[src/rtl/nibble_accum_pkg.sv]
// Shared types and widths for the nibble sum accumulator.
package nibble_accum_pkg;

  localparam int SUM_W = 8;  // 16 * 15 = 240 always fits, so the sum never wraps
  localparam int NIB_W = 4;
  localparam int CNT_W = 5;  // must be able to hold a count of 16

  localparam logic [NIB_W-1:0] MIN_INIT = 4'hF;
  localparam logic [NIB_W-1:0] MAX_INIT = 4'h0;

  typedef enum logic [1:0] {
    ACCUM      = 2'd0,
    EMIT_SUM   = 2'd1,
    EMIT_STATS = 2'd2
  } state_t;

endpackage

[src/rtl/nibble_stats.sv]
// Running statistics for one batch: sum, sample count, max and min nibble.
// Re-initialisation takes priority over loading a new sample.
module nibble_stats
  import nibble_accum_pkg::*;
(
  input  logic             clk,
  input  logic             reset,
  input  logic             i_init,
  input  logic             i_load,
  input  logic [NIB_W-1:0] i_data,
  output logic [SUM_W-1:0] o_sum,
  output logic [CNT_W-1:0] o_cnt,
  output logic [NIB_W-1:0] o_max,
  output logic [NIB_W-1:0] o_min
);

  logic [SUM_W-1:0] r_sum;
  logic [CNT_W-1:0] r_cnt;
  logic [NIB_W-1:0] r_max;
  logic [NIB_W-1:0] r_min;

  // Statistics registers: clear on reset/init, fold in one sample per load.
  always_ff @(posedge clk or posedge reset) begin
    // NOTE: state is updated with non-blocking assignments so every register
    // samples the pre-edge values, independent of statement order.
    if (reset) begin
      r_sum <= '0;
      r_cnt <= '0;
      r_max <= MAX_INIT;
      r_min <= MIN_INIT;
    end else if (i_init) begin
      r_sum <= '0;
      r_cnt <= '0;
      r_max <= MAX_INIT;
      r_min <= MIN_INIT;
    end else if (i_load) begin
      r_sum <= r_sum + SUM_W'(i_data);
      r_cnt <= r_cnt + CNT_W'(1);
      if (i_data > r_max) r_max <= i_data;
      if (i_data < r_min) r_min <= i_data;
    end
  end

  assign o_sum = r_sum;
  assign o_cnt = r_cnt;
  assign o_max = r_max;
  assign o_min = r_min;

endmodule

[src/rtl/nibble_sum_accum.sv]
// Accumulates BATCH 4-bit sums, then emits a two-byte record:
// the 8-bit sum (out_last=0) followed by {max,min} (out_last=1).
module nibble_sum_accum
  import nibble_accum_pkg::*;
#(
  parameter int BATCH = 8  // legal range 1..16
) (
  input  logic             clk,
  input  logic             reset,
  input  logic             clear,
  input  logic             in_valid,
  input  logic [NIB_W-1:0] in_data,
  output logic             in_ready,
  output logic             out_valid,
  output logic [SUM_W-1:0] out_data,
  output logic             out_last,
  input  logic             out_ready,
  output logic             busy
);

  // Count value seen just before the sample that completes the batch.
  localparam logic [CNT_W-1:0] LAST_CNT = CNT_W'(BATCH - 1);

  state_t r_state;
  state_t w_state_next;

  logic             w_in_xfer;
  logic             w_out_xfer;
  logic             w_batch_done;
  logic             w_stats_init;
  logic             w_stats_load;
  logic [SUM_W-1:0] w_sum;
  logic [CNT_W-1:0] w_cnt;
  logic [NIB_W-1:0] w_max;
  logic [NIB_W-1:0] w_min;

  assign w_in_xfer    = in_valid && in_ready;
  assign w_out_xfer   = out_valid && out_ready;
  assign w_batch_done = w_in_xfer && (w_cnt == LAST_CNT);

  // A new batch starts after the stats byte drains or on an abort.
  assign w_stats_init = clear || ((r_state == EMIT_STATS) && w_out_xfer);
  assign w_stats_load = w_in_xfer && !clear;

  nibble_stats u_stats (
    .clk    (clk),
    .reset  (reset),
    .i_init (w_stats_init),
    .i_load (w_stats_load),
    .i_data (in_data),
    .o_sum  (w_sum),
    .o_cnt  (w_cnt),
    .o_max  (w_max),
    .o_min  (w_min)
  );

  // State register.
  always_ff @(posedge clk or posedge reset) begin
    if (reset) r_state <= ACCUM;
    else       r_state <= w_state_next;
  end

  // Next-state logic and output mux; outputs depend on state only.
  always_comb begin
    // NOTE: every output gets a default first so no path can leave one
    // unassigned, which would otherwise infer a latch.
    w_state_next = r_state;
    in_ready     = 1'b0;
    out_valid    = 1'b0;
    out_last     = 1'b0;
    out_data     = '0;

    unique case (r_state)
      ACCUM: begin
        in_ready = 1'b1;
        if (w_batch_done) w_state_next = EMIT_SUM;
      end
      EMIT_SUM: begin
        out_valid = 1'b1;
        out_data  = w_sum;
        if (w_out_xfer) w_state_next = EMIT_STATS;
      end
      EMIT_STATS: begin
        out_valid = 1'b1;
        out_last  = 1'b1;
        out_data  = {w_max, w_min};
        if (w_out_xfer) w_state_next = ACCUM;
      end
      default: w_state_next = ACCUM;
    endcase

    // Abort wins over any transfer; a pending output byte is dropped.
    if (clear) w_state_next = ACCUM;
  end

  assign busy = (w_cnt != '0) || (r_state != ACCUM);

endmodule

[config.mk]
export PLATFORM = sky130hd
export DESIGN_NAME = nibble_sum_accum
export DESIGN_NICKNAME = d
export VERILOG_FILES = /design/src/rtl/nibble_accum_pkg.sv /design/src/rtl/nibble_stats.sv /design/src/rtl/nibble_sum_accum.sv
export SDC_FILE = /design/constraint.sdc
export NUM_CORES = 1
export LEC_CHECK = 0
export CAP_MARGIN = 0
export CELL_PAD_IN_SITES_DETAIL_PLACEMENT = 1
export CELL_PAD_IN_SITES_GLOBAL_PLACEMENT = 2
export CORE_ASPECT_RATIO = 0.7
export CORE_UTILIZATION = 37
export DETAILED_ROUTE_END_ITERATION = 10
export GPL_TIMING_DRIVEN = 0
export PLACE_DENSITY_LB_ADDON = 0.1
export SETUP_SLACK_MARGIN = 0.2
export SLEW_MARGIN = 30
export SYNTH_ARGS = -nofsm -noshare
export SYNTH_HDL_FRONTEND = slang
export SYNTH_SLANG_ARGS = --single-unit
[constraint.sdc]
create_clock -name clk -period 3.3 [get_ports clk]
set_input_delay 0.66 -clock clk [delete_from_list [all_inputs] [get_ports clk]]
set_output_delay 0.66 -clock clk [all_outputs]
set_load 0.005 [all_outputs]
# Word level (Yosys, flattened, before mapping)
# Index checks and enable logic that the tools add are counted.
# totals
register_bits	23
latchBits	0
ram_bits	0
rom_bits	0
inputBits	9
output_inout_bits	12
wordCells	52
n_memories	0
# op_classes
add_sub_neg	2
multipliers	0
n_div	0
n_lt_le_gt_ge	2
eq_ne	6
shifts	0
mux	19
n_bitwise	0
reduce_logical	18
# ops
op	count
two-way mux 4 bit	6
two-way mux 8 bit	2
case mux 8 bit (2 select lines)	1
two-way mux 5 bit	2
inequality test 3 bit (second input constant)	3
adder 8 x 4 -> 8 bit	1
two-way mux 2 bit	4
nonzero test 2 bit	4
case mux 2 bit (3 select lines)	1
adder 5 x 1 -> 5 bit (second input constant)	1
equality test 5 x 3 -> 1 bit (second input constant)	1
logical AND 1 bit	5
nonzero test 5 bit	1
greater-than comparator 4 bit	1
less-than comparator 4 bit	1
AND reduction 2 bit	2
two-way mux 1 bit	3
AND reduction 3 bit	1
equality test 2 x 1 -> 1 bit (second input constant)	1
equality test 2 bit (second input constant)	1
zero test 2 bit	1
logical OR 1 bit	2
OR reduction 2 bit	1
zero test 1 bit	1

# Depth between registers and ports, before layout
# depth
ltp_word	8
ltp_mapped	7
ltp_nobuf	6

# Modules after synthesis
# Synthesis repeated with hierarchy kept, for this count alone.
# hier_totals
cells_unflattened	169
hier_area_um2	1641.6
# by_module_without_submodules
mod	n_inst	cells_each	area_each_um2	seq_area_each_um2
nibble_stats	1	127	1301.2	530.5
nibble_sum_accum	1	42	340.3	50.0

# Worst setup path before layout
# Ideal clock, no wire load.
# synth_path
path_type	input to register
startpoint	input in_data[0]
endpoint	register u_stats.r_sum[6] (netlist: u_stats.o_sum[6])
arrival_ps	1813
required_ps	3164
path_slack_ps	1351
stages	6
path_buffers	0
cell_sequence	ha_1 fa_1 a21o_1 a21oi_1 or3_1 a21oi_1
# synth_via
elab_chain_len	3
# synth_lines
item	line	text
start: declaration	nibble_sum_accum.sv:12	input logic [NIB_W-1:0] in_data,
adder 8 x 4 -> 8 bit	nibble_stats.sv:37	r_sum <= r_sum + SUM_W'(i_data);
two-way mux 8 bit	nibble_stats.sv:36	end else if (i_load) begin
two-way mux 8 bit	nibble_stats.sv:31	end else if (i_init) begin
end signal: assignment	nibble_stats.sv:37	
end: declaration	nibble_stats.sv:17	logic [SUM_W-1:0] r_sum;
# Every way passes these cells. The select of a mux whose other input is x is not followed.
# A chain may end at the register's enable or synchronous reset.

# Final worst setup path
# layout_path
startpoint	register r_state[1]
endpoint	output out_data[2]
# layout_via
elab_chain_len	2
elab_cells_between_ends	3
cone_classes	eq/ne: 2; mux: 1
# layout_lines
item	line	text
start: declaration	nibble_sum_accum.sv:24	state_t r_state;
start signal: assignment	nibble_sum_accum.sv:60	else r_state <= w_state_next;
equality test 2 bit or equality test 2 x 1 -> 1 bit (tied branches)	nibble_sum_accum.sv:73	unique case (r_state)
case mux 8 bit (2 select lines) *	nibble_sum_accum.sv:73	
end: declaration	nibble_sum_accum.sv:15	output logic [SUM_W-1:0] out_data,
# Every way passes the cells marked *; elsewhere a longest branch is shown, timed or not.

==> flow_metrics.py <==
metrics = {
    "sta": {
        "tightestPinTransition_ns": 0.882,
        "setup_viol": 0,
        "fin_hold_ws_ns": 0.546,
        "rsz0062_at_grt": "no",
        "period_share_pct": 78.7,
        "final.min_clock_period_ns": 2.60,
        "fin_worst_skew_ns": 0.00296,
        "slew_viol_final": 0,
        "max_freq_mhz": 385,
        "finalHoldViolCount": 0,
        "max-slew-margin-rel_pct": 40.8,
        "final.setup.tns_ns": 0,
    },
    "global_routing": {
        "grt_pass1_wl_um": 7150,
        "overflow": 0,
        "first_global_vias": 1423,
        "antenna_found_initial": 0,
        "grt.total_usage_pct": 20.8,
        "grt_start_max_net_pins": 24,
    },
    "routing": {
        "via_per_inst": 5.47,
        "wirelength_met1_um": 2080,
        "first_pass_iters": 4,
        "wl_met2_um": 1980,
        "wl_met3_um": 124,
        "vias": 1334,
        "drc": 0,
        "routed.top_layer": "met4",
        "drt_iter0_markers": 37,
        "routedWlPerCell_um": 17.3,
        "routed_wl_um": 4210,
        "drtAntennaViolNets": 0,
    },
    "setup_path": {
        "start_kind": "flop",
        "path_cells": "inv_1, ha_1, buf_2, a22oi_1, nor2b_1, clkdlybuf4s50_1",
        "critical-path-max-stage-delay_ns": 0.52,
        "endpoint_kind": "output pin",
        "path_class": "reg -> out",
        "critPathMaxFanout": 10,
        "crit_arrival_ns": 1.94,
        "cp.required_ns": 2.64,
        "crit_path_top_delay_cell": "clkdlybuf4s50_1",
    },
    "synth": {
        "synth-seq-cells": 23,
        "synth_mux_area_share_pct": 2.53,
        "synth_edf_count": 0,
        "async_flop_share_pct": 100,
        "yosys.area.top_type": "dfrtp_1",
        "synth-compound-area-share_pct": 22.9,
        "synth_area_leaders": "dfrtp_1 (30%), ha_1 (13%), dfstp_2 (6.6%), a22oi_1 (5.7%), o211ai_1 (4.3%)",
        "synth_top_family_by_area": "compound AO/OA/AOI/OAI gates",
        "synth_fa_ha_area_share_pct": 13.9,
        "synth_commonest_cells": "dfrtp_1 (19), ha_1 (16), inv_1 (15), a22oi_1 (12)",
        "synth_top_flop_cell": "dfrtp_1",
        "yosysUniqueCellTypes": 34,
        "synth_most_common_cell": "dfrtp_1",
        "netlist_instances": 168,
        "seq_area_frac_synth_pct": 36.7,
        "synth.avg_cell_area_um2": 9.42,
        "synth.net_count": 194,
        "syn_area_um2": 1580,
        "synth_top_cell_area_share_pct": 30.0,
        "synth_simple_gate_area_share_pct": 16.0,
        "synth_xor_area_share_pct": 2.21,
        "yosys_warnings": 0,
    },
    "worst_hold_path": {
        "hp-class": "reg -> reg",
    },
    "layout": {
        "fillers": 470,
        "drive_gt1_share_pct": 7.81,
        "post-route-util_pct": 47.1,
        "layout.nets": 219,
        "area_delta_synth_final_pct": 19.6,
        "n_antenna_cell": 0,
        "stdcell_count": 244,
    },
    "placement": {
        "io_buffers": 20,
        "gp_congestion": 0.812,
        "hpwl_um": 3260,
        "place_inst": 240,
    },
    "clock_network": {
        "cts_hold_buffers": 0,
        "cts_root_buf": "clkbuf_8",
        "clockBufferDepth": 2,
        "cts-htree-levels": 1,
        "worstSkewPairLatency_ns": 0.26,
        "cts_tree": "built",
        "post_cts_buffers": 0,
        "cts_buffers": 3,
        "clk_pin_slew_ns": 0.08,
        "postCtsResizedCells": 0,
        "clock-sinks": 23,
    },
    "floorplanning": {
        "rows": 19,
        "initial_utilization_pct": 39.4,
        "die_area_um2": 4550,
        "core-area_um2": 4020,
        "fp.dieW_um": 80.2,
        "io_pins": 21,
        "die_h_um": 56.7,
    },
    "status": {
        "status": "complete, no violations",
    },
    "power": {
        "leakage_nw": 0.815,
        "power.density_nw_per_um2": 351,
        "vdd.ir_drop.worst_mv": 0.210,
    },
    "job": {
        "cap_violations": 0,
    },
}
==> layout by cell type, fill, tap and decap left out, types with 4 or more instances in the layout <==
| cell | count |
|---|---|
| mux2i_1 | 4 |
| nand2_1 | 11 |
| ha_1 | 16 |
| a21oi_1 | 9 |
| nor2_1 | 11 |
| nand4_1 | 5 |
| inv_1 | 14 |
| o211ai_1 | 9 |
| a21o_1 | 4 |
| nor2b_1 | 10 |
| clkdlybuf4s50_1 | 20 |
| a22oi_1 | 12 |
| dfstp_2 | 4 |
| o21ai_0 | 5 |
| xor2_1 | 4 |
| dfrtp_1 | 19 |
| or3_1 | 4 |
==> per-layer routing <==
layer	track usage [%]	vias to the layer above
met4	2.81	0
met1	28.5	657
met5	0	-
met3	3.41	2
met2	35.4	22
li1	-	653
==> final timing paths <==
path / depth (start not counted) / endpoint / slack (ns) / from
min: 2 / u_stats.o_min[0] / 0.55 / u_stats.o_min[0]
max in group asynchronous: 2 / u_stats.o_sum[3] / 2.11 / reset
max reg2reg: 6 / u_stats.o_sum[4] / 1.37 / u_stats.o_sum[0]
min in group asynchronous: 2 / u_stats.o_sum[0] / 0.77 / reset
min reg2reg: 2 / u_stats.o_min[0] / 0.55 / u_stats.o_min[0]
max: 6 / out_data[2] / 0.70 / r_state[1]
==> state kept, by name (all words and copies together) (netlist names) <==
| register | flops |
|---|---|
| r_state | 2 |
| u_stats.o_cnt | 5 |
| u_stats.o_max | 4 |
| u_stats.o_min | 4 |
| u_stats.o_sum | 8 |
==> critical path: cells and delay by family (launching register included) <==
| kind | cells | cell delay, ns |
|---|---|---|
| compound gates | 1 | 0.13 |
| fa+ha+maj | 1 | 0.15 |
| buf+inv | 3 | 0.87 |
| flops | 1 | 0.39 |
| simple gates | 1 | 0.13 |
==> power breakdown <==
part           internal [W]  switching [W]
sequential         0.000306      0.0000189
clock             0.0000862      0.0000924
combinational     0.0000685      0.0000926
total              0.000460       0.000204
==> logic make-up (layout without fill, tap and decap cells) <==
family | after synthesis | after routing
compound gates | 51 | 51
simple gates | 49 | 49
flops | 23 | 23
buf+inv | 20 | 44
fa+ha+maj | 17 | 17
xor+xnor | 4 | 4
mux | 4 | 4
==> final cells by class <==
class / instances / area [µm²] / share of cell area, %
Sequential cell: 23 / 581 / 30.7
Tap cell: 52 / 65.1 / 3.44
Multi-Input combinational cell: 125 / 912 / 48.2
Buffer: 5 / 33.8 / 1.78
Inverter: 15 / 56.3 / 2.97
Timing Repair Buffer: 20 / 200 / 10.6
Clock buffer: 4 / 45.0 / 2.38
==> per-stage QoR <==
step | cell area, µm² | setup WS [ns] | power (W)
after floorplan | 1580 | 1.35 | 0.000434
after global placement | 1850 | 0.613 | 0.000479
after detailed placement | 1850 | 0.525 | 0.000490
after CTS | 1890 | 0.666 | 0.000674
after global routing | 1890 | 0.539 | 0.000703
final | 1890 | 0.702 | 0.000664
(Power assumes the default switching activity.)
